`src/rtl/pc_stack_if.sv`:
```
`default_nettype none
// ============================================================================
//  Module      : pc_stack_if
//  Description : Call/return bus between the control unit and the
//                return-address stack. The master issues push/pop and
//                clear_err; the slave reports top entry, occupancy and
//                sticky error flags.
//  Revision    : 1.0  initial release
// ============================================================================
interface pc_stack_if #(
    parameter int PC_W  = 10,
    parameter int DEPTH = 8
);
    localparam int c_CNT_W = $clog2(DEPTH + 1);

    logic              push;
    logic              pop;
    logic [PC_W-1:0]   push_data;
    logic              clear_err;
    logic [PC_W-1:0]   top;
    logic [c_CNT_W-1:0] count;
    logic              empty;
    logic              full;
    logic              overflow;
    logic              underflow;

    // Control-unit side
    modport master (
        output push, pop, push_data, clear_err,
        input  top, count, empty, full, overflow, underflow
    );

    // Stack side
    modport slave (
        input  push, pop, push_data, clear_err,
        output top, count, empty, full, overflow, underflow
    );
endinterface
`default_nettype wire

```
`src/rtl/pc_stack.sv`:
```
`default_nettype none
// ============================================================================
//  Module      : pc_stack
//  Description : Parametrised LIFO of return addresses. Push on call, pop on
//                return; the top entry is visible combinationally from the
//                registered state, so the return cycle sees the address being
//                popped. Optional circular mode overwrites the oldest entry
//                when full. Sticky overflow/underflow flags.
//  Revision    : 1.0  initial release
// ============================================================================
module pc_stack #(
    parameter int PC_W  = 10,
    parameter int DEPTH = 8,
    parameter int WRAP  = 0
) (
    input  wire         clk,
    input  wire         reset,
    pc_stack_if.slave   bus
);
    localparam int c_CNT_W = $clog2(DEPTH + 1);
    localparam int c_PTR_W = $clog2(DEPTH);

    localparam logic [c_PTR_W-1:0] c_PTR_LAST = c_PTR_W'(DEPTH - 1);
    localparam logic [c_CNT_W-1:0] c_CNT_FULL = c_CNT_W'(DEPTH);

    // Storage and state
    logic [PC_W-1:0]    r_mem [DEPTH];
    logic [c_PTR_W-1:0] r_sp;
    logic [c_CNT_W-1:0] r_count;
    logic               r_overflow;
    logic               r_underflow;

    // Derived pointers and next-state values
    logic [c_PTR_W-1:0] w_sp_inc;
    logic [c_PTR_W-1:0] w_sp_dec;
    logic               w_empty;
    logic               w_full;
    logic [c_PTR_W-1:0] w_sp_nxt;
    logic [c_CNT_W-1:0] w_count_nxt;
    logic               w_wr_en;
    logic [c_PTR_W-1:0] w_wr_idx;
    logic               w_ovf_set;
    logic               w_unf_set;

    // Explicit modulo-DEPTH wrap so non-power-of-two depths stay in range
    assign w_sp_inc = (r_sp == c_PTR_LAST) ? '0 : r_sp + 1'b1;
    assign w_sp_dec = (r_sp == '0) ? c_PTR_LAST : r_sp - 1'b1;
    assign w_empty  = (r_count == '0);
    assign w_full   = (r_count == c_CNT_FULL);

    // Outputs depend only on registered state
    assign bus.top       = w_empty ? '0 : r_mem[w_sp_dec];
    assign bus.count     = r_count;
    assign bus.empty     = w_empty;
    assign bus.full      = w_full;
    assign bus.overflow  = r_overflow;
    assign bus.underflow = r_underflow;

    // Decode push/pop into pointer, count, write and error-set actions
    always_comb begin
        w_sp_nxt    = r_sp;
        w_count_nxt = r_count;
        w_wr_en     = 1'b0;
        w_wr_idx    = r_sp;
        w_ovf_set   = 1'b0;
        w_unf_set   = 1'b0;

        if (bus.push && bus.pop) begin
            if (!w_empty) begin
                // Call and return together: replace the top in place
                w_wr_en  = 1'b1;
                w_wr_idx = w_sp_dec;
            end else begin
                // Nothing to return from: behaves as a push, flags underflow
                w_wr_en     = 1'b1;
                w_sp_nxt    = w_sp_inc;
                w_count_nxt = c_CNT_W'(1);
                w_unf_set   = 1'b1;
            end
        end else if (bus.push) begin
            if (!w_full) begin
                w_wr_en     = 1'b1;
                w_sp_nxt    = w_sp_inc;
                w_count_nxt = r_count + 1'b1;
            end else begin
                w_ovf_set = 1'b1;
                if (WRAP != 0) begin
                    // Circular mode: slot at sp holds the oldest entry
                    w_wr_en  = 1'b1;
                    w_sp_nxt = w_sp_inc;
                end
            end
        end else if (bus.pop) begin
            if (!w_empty) begin
                w_sp_nxt    = w_sp_dec;
                w_count_nxt = r_count - 1'b1;
            end else begin
                w_unf_set = 1'b1;
            end
        end
    end

    // Pointer, count and sticky flags; a same-cycle error set beats clear_err
    always_ff @(posedge clk) begin
        if (reset) begin
            r_sp        <= '0;
            r_count     <= '0;
            r_overflow  <= 1'b0;
            r_underflow <= 1'b0;
        end else begin
            r_sp        <= w_sp_nxt;
            r_count     <= w_count_nxt;
            r_overflow  <= w_ovf_set | (r_overflow  & ~bus.clear_err);
            r_underflow <= w_unf_set | (r_underflow & ~bus.clear_err);
        end
    end

    // Entry storage; contents are not cleared by reset, but writes are held off
    always_ff @(posedge clk) begin
        if (!reset && w_wr_en) begin
            r_mem[w_wr_idx] <= bus.push_data;
        end
    end
endmodule
`default_nettype wire

```
`src/flat_wrapper.sv`:
```
// flat-port wrapper written by rule: the top's interface ports become plain ports
module pc_stack_flat 
#(
    parameter int PC_W  = 10,
    parameter int DEPTH = 8,
    parameter int WRAP  = 0
)
  (clk, reset, bus_push, bus_pop, bus_push_data, bus_clear_err, bus_top, bus_count, bus_empty, bus_full, bus_overflow, bus_underflow);
  pc_stack_if #(.PC_W(PC_W), .DEPTH(DEPTH)) bus_i ();
  input  wire clk;
  input  wire reset;
  input wire logic [$bits(bus_i.push)-1:0] bus_push;
  input wire logic [$bits(bus_i.pop)-1:0] bus_pop;
  input wire logic [$bits(bus_i.push_data)-1:0] bus_push_data;
  input wire logic [$bits(bus_i.clear_err)-1:0] bus_clear_err;
  output wire logic [$bits(bus_i.top)-1:0] bus_top;
  output wire logic [$bits(bus_i.count)-1:0] bus_count;
  output wire logic [$bits(bus_i.empty)-1:0] bus_empty;
  output wire logic [$bits(bus_i.full)-1:0] bus_full;
  output wire logic [$bits(bus_i.overflow)-1:0] bus_overflow;
  output wire logic [$bits(bus_i.underflow)-1:0] bus_underflow;
  assign bus_i.push = bus_push;
  assign bus_i.pop = bus_pop;
  assign bus_i.push_data = bus_push_data;
  assign bus_i.clear_err = bus_clear_err;
  assign bus_top = bus_i.top;
  assign bus_count = bus_i.count;
  assign bus_empty = bus_i.empty;
  assign bus_full = bus_i.full;
  assign bus_overflow = bus_i.overflow;
  assign bus_underflow = bus_i.underflow;
  pc_stack #(.PC_W(PC_W), .DEPTH(DEPTH), .WRAP(WRAP)) u_core (.clk(clk), .reset(reset), .bus(bus_i));
endmodule
```
`config.mk`:
```
export PLATFORM = sky130hd
export DESIGN_NAME = pc_stack_flat
export DESIGN_NICKNAME = d
export VERILOG_FILES = /design/src/rtl/pc_stack_if.sv /design/src/rtl/pc_stack.sv /design/src/flat_wrapper.sv
export SDC_FILE = /design/constraint.sdc
export NUM_CORES = 1
export LEC_CHECK = 0
export ABC_CLOCK_PERIOD_IN_PS = 5100
export CAP_MARGIN = 25
export CORE_UTILIZATION = 62
export CTS_BUF_LIST = sky130_fd_sc_hd__clkbuf_16
export DETAILED_ROUTE_END_ITERATION = 16
export PLACE_DENSITY = 0.84
export SLEW_MARGIN = 20
export SYNTH_ARGS = -nofsm -noshare
export SYNTH_HDL_FRONTEND = slang
export SYNTH_SLANG_ARGS = --single-unit
```
`constraint.sdc`:
```
create_clock -name clk -period 5.1 [get_ports clk]
set_clock_uncertainty 0.1 [all_clocks]
set_input_delay 0.51 -clock clk [delete_from_list [all_inputs] [get_ports clk]]
set_output_delay 0.51 -clock clk [all_outputs]
set_load 0.01 [all_outputs]
```
==> summary.txt, run 1 <==
Place
  – Sum of net half-perimeters after detailed placement: 5.53 mm
  – Standard cell area after detailed placement: 0.00448 mm^2
  – Placed Instances: 414
  – Port buffer count: 32
  – Placer Congestion: 0.817

Detailed routing
  – Total number of vias: 2848
  – Number of DRC markers in iteration 0: 273
  – Total iterations of the first detailed-routing run: 5
  – Post-DRT Antenna Nets: 0
  – Drc violations: 0
  – Number of vias per cell: 6.59
  – Routed len/inst: 20.8 um
  – Post-detailed-routing wire length: 8.96 mm

Final layout
  – Area taken by multi-input logic gates: 0.00136 mm^2
  – Layout net count: 372
  – Number of inserted filler cells in the final layout: 420
  – Area growth from synthesis to final layout: 16.4%
  – Storage cell area: 0.00258 mm^2
  – Post-layout instance count excluding filler cells: 432
  – Ratio of cells with drive above 1 in the final layout: 0.144
  – Ant. Diodes: 0
  – Cell area after layout: 0.00478 mm^2

Synth
  – Net count after synthesis: 343
  – Netlist area before placement: 0.00411 mm^2
  – Synthesized area per cell: 12.8 um^2
  – Library cell with the highest instance count after synthesis: sky130_fd_sc_hd__edfxtp_1
  – Top cells by area, synth: sky130_fd_sc_hd__edfxtp_1 (58%), sky130_fd_sc_hd__nand3_1 (4.5%), sky130_fd_sc_hd__dfxtp_1 (4.4%)
  – Number of instances in the synthesized netlist: 321
  – Main synth FF type: sky130_fd_sc_hd__edfxtp_1
  – Share of flip-flops with an asynchronous set or reset: 0
  – Proportion of netlist area held by the largest area contributor: 0.585
  – Most frequent cells after synthesis: sky130_fd_sc_hd__edfxtp_1 (80), sky130_fd_sc_hd__nand3_1 (37), sky130_fd_sc_hd__o21ai_0 (18), sky130_fd_sc_hd__clkbuf_1 (17), sky130_fd_sc_hd__nand4_1 (16)
  – Number of storage elements in the synthesis netlist: 89
  – Number of enable-type register cells in the synthesized netlist: 80
  – Post-synthesis sequential area ratio: 0.629
  – Cell accounting for the most synthesized area: sky130_fd_sc_hd__edfxtp_1
  – Yosys synthesis warning count: 0
  – Number of distinct library cells after synthesis: 48

Min path
  – Hold Path Cell Cnt: 2
  – Hold EP: u_core.bus.underflow
  – Path class of the lowest-slack min-delay path: flop to flop
  – Worst min-delay path startpoint: u_core.bus.underflow

Floorplan
  – Height of the die: 83.4 um
  – Width of the chip: 83.4 um
  – Initial standard-cell utilization of the core: 0.643
  – Placeable Area: 0.00639 mm^2
  – Top Ports: 33
  – Count of standard-cell rows: 29
  – Full die area: 0.00695 mm^2

Timing
  – Share of the clock period used by the worst path: 0.782
  – Headroom to the max-slew limit: 0.322
  – Unrepaired setup endpoints after global routing: no
  – Final-report setup violation count: 0
  – Pins Over Slew Limit: 0
  – Worst Hold Slack: 421 ps
  – Count of endpoints failing hold in the final timing report: 0
  – Slew at the pin closest to its max-slew limit: 1010 ps
  – Max Clock Freq: 251 MHz
  – Total negative setup slack: 0 ps
  – Final critical-path required period: 3990 ps

Global route
  – First-pass GRT wire length: 14.2 mm
  – Initial antenna violation count: 0
  – Vias in the first global route: 2830
  – GRT Resource Usage Total: 0.272
  – Grt total ovfl: 0
  – Pin count of the biggest net entering global routing: 36

CTS
  – Skew-Pair Late Insertion Delay: 340 ps
  – Total clock buffers created by CTS: 9
  – Clock tree from TritonCTS: done
  – # hold bufs at CTS: 0
  – H-tree levels: 3
  – Count of buffers added by post-CTS timing repair for setup: 0
  – Clk slew on worst S/H paths: 60 ps
  – CTS sink count: 89
  – Count of instances resized after the clock tree is built: 0
  – Clock buffer depth: 2
  – Root cell of the clock tree: sky130_fd_sc_hd__clkbuf_16

Power and ir drop
  – Peak VDD IR: 472 uV
  – Leakage component of the power: 1.62 nW
  – PD cells: 584 mW/mm^2

Worst setup path
  – Setup crit end kind: output port
  – Nature of the critical path startpoint: flop
  – Required time at the endpoint of the critical path: 4490 ps
  – Maximum fanout along the worst path: 23
  – Critical path type: flop to output port
  – Source of the worst register-to-register timing path: u_core.r_sp[1]
  – Length in cells of the worst reg-to-reg path: 8
  – Worst setup slack for register-to-register paths: 1630 ps
  – Worst EP arrival: 3380 ps
  – Capture point of the worst reg-to-reg path: u_core.r_mem[4][4]

Run status
  – Status: complete, no violations

Run
  – Maximum capacitance violations: 0
[kinds of logic (layout without fill, tap and decap cells)]
logic type / after synthesis / in the layout / synth area share
flip-flops: 89 / 89 / 0.629
adder cells (fa/ha/maj): 7 / 7 / 0.0231
XOR/XNOR: 2 / 2 / 0.00427
buffers and inverters: 37 / 71 / 0.0399
multiplexers: 24 / 24 / 0.0682
AO/OA/AOI/OAI: 55 / 55 / 0.0911
AND/OR/NAND/NOR: 107 / 107 / 0.145
[report_power, final]
group          switching (mW)  total [mW]  internal [mW]
sequential             0.0418       0.909          0.868
clock                   0.283       0.621          0.338
combinational           0.754        1.26          0.507
total                    1.08        2.79           1.71
[critical path, stage by stage, from the launching register on]
cell                              delay, ps
sky130_fd_sc_hd__dfxtp_1                360
sky130_fd_sc_hd__inv_1                   90
sky130_fd_sc_hd__ha_1                   420
sky130_fd_sc_hd__buf_4                  290
sky130_fd_sc_hd__nor2_1                 760
sky130_fd_sc_hd__o21ai_0                230
sky130_fd_sc_hd__nand4_1                160
sky130_fd_sc_hd__o211a_1                180
sky130_fd_sc_hd__clkdlybuf4s50_1        540
[final cells by class]
type,count,area share
Timing Repair Buffer,43,0.0843
Inverter,12,0.0105
Multi-Input combinational cell,195,0.285
Clock buffer,9,0.0471
Clock inverter,7,0.0131
Sequential cell,89,0.540
Tap cell,77,0.0202
[routing by layer]
layer / global-route usage / part of all wire
met5: 0 / 0
met4: 0.0925 / 0.019
met3: 0.0726 / 0.079
met2: 0.462 / 0.51
met1: 0.338 / 0.39
[cells in the final DEF, fill, tap and decap left out, types with 3 or more instances in the layout]
master,Yosys,final
sky130_fd_sc_hd__nor3_1,9,9
sky130_fd_sc_hd__nor2_1,14,14
sky130_fd_sc_hd__o21ai_0,18,18
sky130_fd_sc_hd__o31ai_1,3,3
sky130_fd_sc_hd__mux2i_1,7,7
sky130_fd_sc_hd__dfxtp_1,9,9
sky130_fd_sc_hd__clkdlybuf4s50_1,0,32
sky130_fd_sc_hd__inv_1,11,11
sky130_fd_sc_hd__a31oi_1,6,6
sky130_fd_sc_hd__a21o_1,4,4
sky130_fd_sc_hd__o221a_2,3,3
sky130_fd_sc_hd__ha_1,6,6
sky130_fd_sc_hd__nor2b_1,7,7
sky130_fd_sc_hd__nand2b_1,4,4
sky130_fd_sc_hd__and3_1,7,7
sky130_fd_sc_hd__nand2_1,3,3
sky130_fd_sc_hd__mux2_2,15,15
sky130_fd_sc_hd__edfxtp_1,80,80
sky130_fd_sc_hd__a21oi_1,6,6
sky130_fd_sc_hd__nand3_1,37,37
sky130_fd_sc_hd__clkbuf_16,0,9
sky130_fd_sc_hd__inv_6,0,3
sky130_fd_sc_hd__nand4_1,16,16
sky130_fd_sc_hd__buf_4,0,11
[worst max path at each step]
| stage | startpoint | endpoint | slack [ps] | depth (start not counted) |
|---|---|---|---|---|
| 6_report | u_core.r_sp[1] | bus_top[7] | 1110 | 8 |
| 5_1_grt | u_core.r_sp[1] | bus_top[7] | 900 | 8 |
| 3_3_place_gp | u_core.r_sp[1] | bus_top[6] | 1630 | 8 |
| 4_1_cts | u_core.r_sp[1] | bus_top[7] | 1180 | 8 |
| 3_5_place_dp | u_core.r_sp[1] | bus_top[4] | 1590 | 8 |
| 2_1_floorplan | u_core.r_sp[0] | u_core.r_mem[4][0] | 1760 | 9 |
[state kept, by name, summed over array words and instances (netlist names)]
name and cells:
u_core.r_mem 80, u_core.bus.count 4, u_core.r_sp 3, u_core.bus.overflow 1, u_core.bus.underflow 1
[stage by stage]
stage	setup WS, ps	power, mW	util
after global routing	904	2.93	0.749
after CTS	1180	2.77	0.746
after detailed placement	1590	2.14	0.701
after global placement	1630	2.11	0.701
after floorplan	1760	1.75	-
final	1110	2.79	0.749
(Power assumes the default switching activity.)
==> run 2, diff against run 1 <==
ABC_CLOCK_PERIOD_IN_PS = 3960   (was 5100)
CORE_UTILIZATION = 58   (was 62)
PLACE_DENSITY = 0.8   (was 0.84)
clock period = 3.96 ns   (was 5.1 ns; I/O delays follow)
==> run 2 against run 1 <==
Compared with the run above:
- count of clock-buffer cells in the layout is the same
- setup slack lost 960 ps
- sequential power up 29%
- clock power up 32%
- worst hold slack improved by 13 ps
- routed wire length rose by 4.0%
- cell area is 1.5% higher
- critical endpoint unchanged
- combinational power increased by 31%
- largest power group unchanged
- sequential share of layout area fell by 0.81 points
- first-iteration DRC count is 21% higher
- highest routed layer unchanged
==> summary.txt, run 2 (synthesis gave the netlist of run 1 again) <==
Power and ir drop
  – P_int: 2.27 mW
  – Combinational share of power: 0.454
  – Peak VDD IR: 491 uV
  – Switching Share: 0.378
  – Total Power: 3.64 mW
  – Sw Pwr: 1.37 mW
  – Leakage component of the power: 1.66 nW
  – Sequential Power Share: 0.321
  – PD cells: 750 mW/mm^2
  – Clock power share: 0.225

Detailed routing
  – Total iterations of the first detailed-routing run: 6
  – Post-detailed-routing wire length: 9.32 mm
  – Routed len/inst: 20.4 um
  – Post-DRT Antenna Nets: 0
  – Number of vias per cell: 6.43
  – Drc violations: 0
  – Total number of vias: 2939
  – Number of DRC markers in iteration 0: 331

Floorplan
  – Height of the die: 86.2 um
  – Count of standard-cell rows: 30
  – Full die area: 0.00742 mm^2
  – Initial standard-cell utilization of the core: 0.601
  – Width of the chip: 86.2 um
  – Placeable Area: 0.00683 mm^2
  – Top Ports: 33

Final layout
  – Ratio of cells with drive above 1 in the final layout: 0.155
  – Most common library cell in the layout ignoring fill and taps: sky130_fd_sc_hd__edfxtp_1
  – Commonest non-fill, non-tap cells in the layout: sky130_fd_sc_hd__edfxtp_1 (80), sky130_fd_sc_hd__nand3_1 (37), sky130_fd_sc_hd__clkdlybuf4s50_1 (32)
  – Largest Register: u_core.r_mem
  – Post-layout instance count excluding filler cells: 457
  – Layout net count: 379
  – Number of flip-flops in the largest register: 80
  – Ant. Diodes: 0
  – Cell area after layout: 0.00485 mm^2
  – Area growth from synthesis to final layout: 18.2%

Global route
  – Grt total ovfl: 0
  – GRT Resource Usage Total: 0.275
  – Pin count of the biggest net entering global routing: 36
  – Vias in the first global route: 2889
  – First-pass GRT wire length: 14.9 mm
  – Initial antenna violation count: 0

Timing
  – Max Clock Freq: 263 MHz
  – Final critical-path required period: 3800 ps
  – Slew at the pin closest to its max-slew limit: 1070 ps
  – Pins Over Slew Limit: 0
  – Unrepaired setup endpoints after global routing: no
  – Headroom to the max-slew limit: 0.285
  – Total negative setup slack: 0 ps
  – Share of the clock period used by the worst path: 0.960
  – Worst Hold Slack: 433 ps
  – Count of endpoints failing hold in the final timing report: 0
  – Final-report setup violation count: 0

Place
  – Sum of net half-perimeters after detailed placement: 5.95 mm
  – Port buffer count: 32
  – Placed Instances: 442
  – Placer Congestion: 0.783
  – Standard cell area after detailed placement: 0.00457 mm^2

Worst setup path
  – Worst EP arrival: 3310 ps
  – Critical path type: flop to output port
  – Worst setup slack for register-to-register paths: 840 ps
  – Delay of the slowest cell on the worst path: 840 ps
  – Maximum fanout along the worst path: 18
  – Slowest cell on the critical path: sky130_fd_sc_hd__nor2_1
  – Nature of the critical path startpoint: flop
  – Sequence of cells on the critical path: inv_1 > ha_1 > nor2_1 > o21ai_0 > o211ai_1 > o211a_1 > clkdlybuf4s50_1
  – Required time at the endpoint of the critical path: 3460 ps
  – Length in cells of the worst reg-to-reg path: 7
  – Setup crit end kind: output port

Run
  – Maximum capacitance violations: 0

CTS
  – Count of instances resized after the clock tree is built: 0
  – Root cell of the clock tree: sky130_fd_sc_hd__clkbuf_16
  – H-tree levels: 3
  – Clock tree from TritonCTS: done
  – Clk slew on worst S/H paths: 60 ps
  – # hold bufs at CTS: 0
  – CTS sink count: 89
  – Clock buffer depth: 2
  – Count of buffers added by post-CTS timing repair for setup: 0
  – Skew-Pair Late Insertion Delay: 330 ps
  – Total clock buffers created by CTS: 9

Min path
  – Path class of the lowest-slack min-delay path: flop to flop
  – Hold Path Cell Cnt: 2

Run status
  – Status: complete, no violations
==> run 2: changes by cell type in the layout (fill, tap and decap cells not counted) <==
| cell | change |
|---|---|
| sky130_fd_sc_hd__buf_4 | +7 |
| sky130_fd_sc_hd__inv_6 | -2 |
| sky130_fd_sc_hd__bufinv_16 | +1 |
| sky130_fd_sc_hd__clkinv_1 | +1 |
| sky130_fd_sc_hd__clkinv_2 | +1 |
| sky130_fd_sc_hd__clkinv_4 | -1 |
| sky130_fd_sc_hd__clkinv_8 | -1 |
==> run 2: final cells by class <==
cell class,count,area [um^2]
flip-flops and latches,89,2580
repair buffers,50,455
multi-input cells,195,1360
clock buffers,9,225
fillers,481,1980
clock inverters,6,58.8
well taps,96,120
inverters,12,50.0
==> run 2: per-stage QoR <==
| step | setup WS, ps | utilization |
|---|---|---|
| 5_1_grt | 4.65 | 0.710 |
| 3_5_place_dp | 592 | 0.669 |
| 2_1_floorplan | 621 | - |
| 6_report | 158 | 0.710 |
| 3_3_place_gp | 728 | 0.669 |
| 4_1_cts | 174 | 0.710 |
==> run 2: final timing paths <==
kind	start	end
min	u_core.bus.overflow	u_core.bus.overflow
max reg2reg	u_core.r_sp[1]	u_core.r_mem[7][7]
max	u_core.r_sp[1]	bus_top[7]
min reg2reg	u_core.bus.overflow	u_core.bus.overflow
==> run 2: routing by layer <==
layer  track usage  vias to the layer above  wire length [um]
met4         0.138                        0               315
met5             0                        -                 0
met3        0.0606                       28               674
li1              -                     1319                 -
met1         0.353                     1434              3740
met2         0.443                      158              4590
==> run 2: power groups by stage <==
stage               Sequential (mW)  Clock, mW  Combinational [mW]
detailed placement             1.19          0                1.62
floorplan                      1.17          0                1.08
global route                   1.18      0.858                1.78
CTS                            1.17      0.826                1.64
finish                         1.17      0.819                1.65
global placement               1.18          0                1.56
==> run 2: critical path: cells and delay by family, from the launching register on <==
kind / cells / cell delay, ps
flops: 1 / 370
compound gates: 3 / 540
fa+ha+maj: 1 / 560
buf+inv: 2 / 650
simple gates: 1 / 840
==> run 3, diff against run 2 <==
CTS_CLUSTER_SIZE = 8   (was not set)
==> results of run 3 <==
The final DEF is identical to that of run 2; final timing and power are the same.
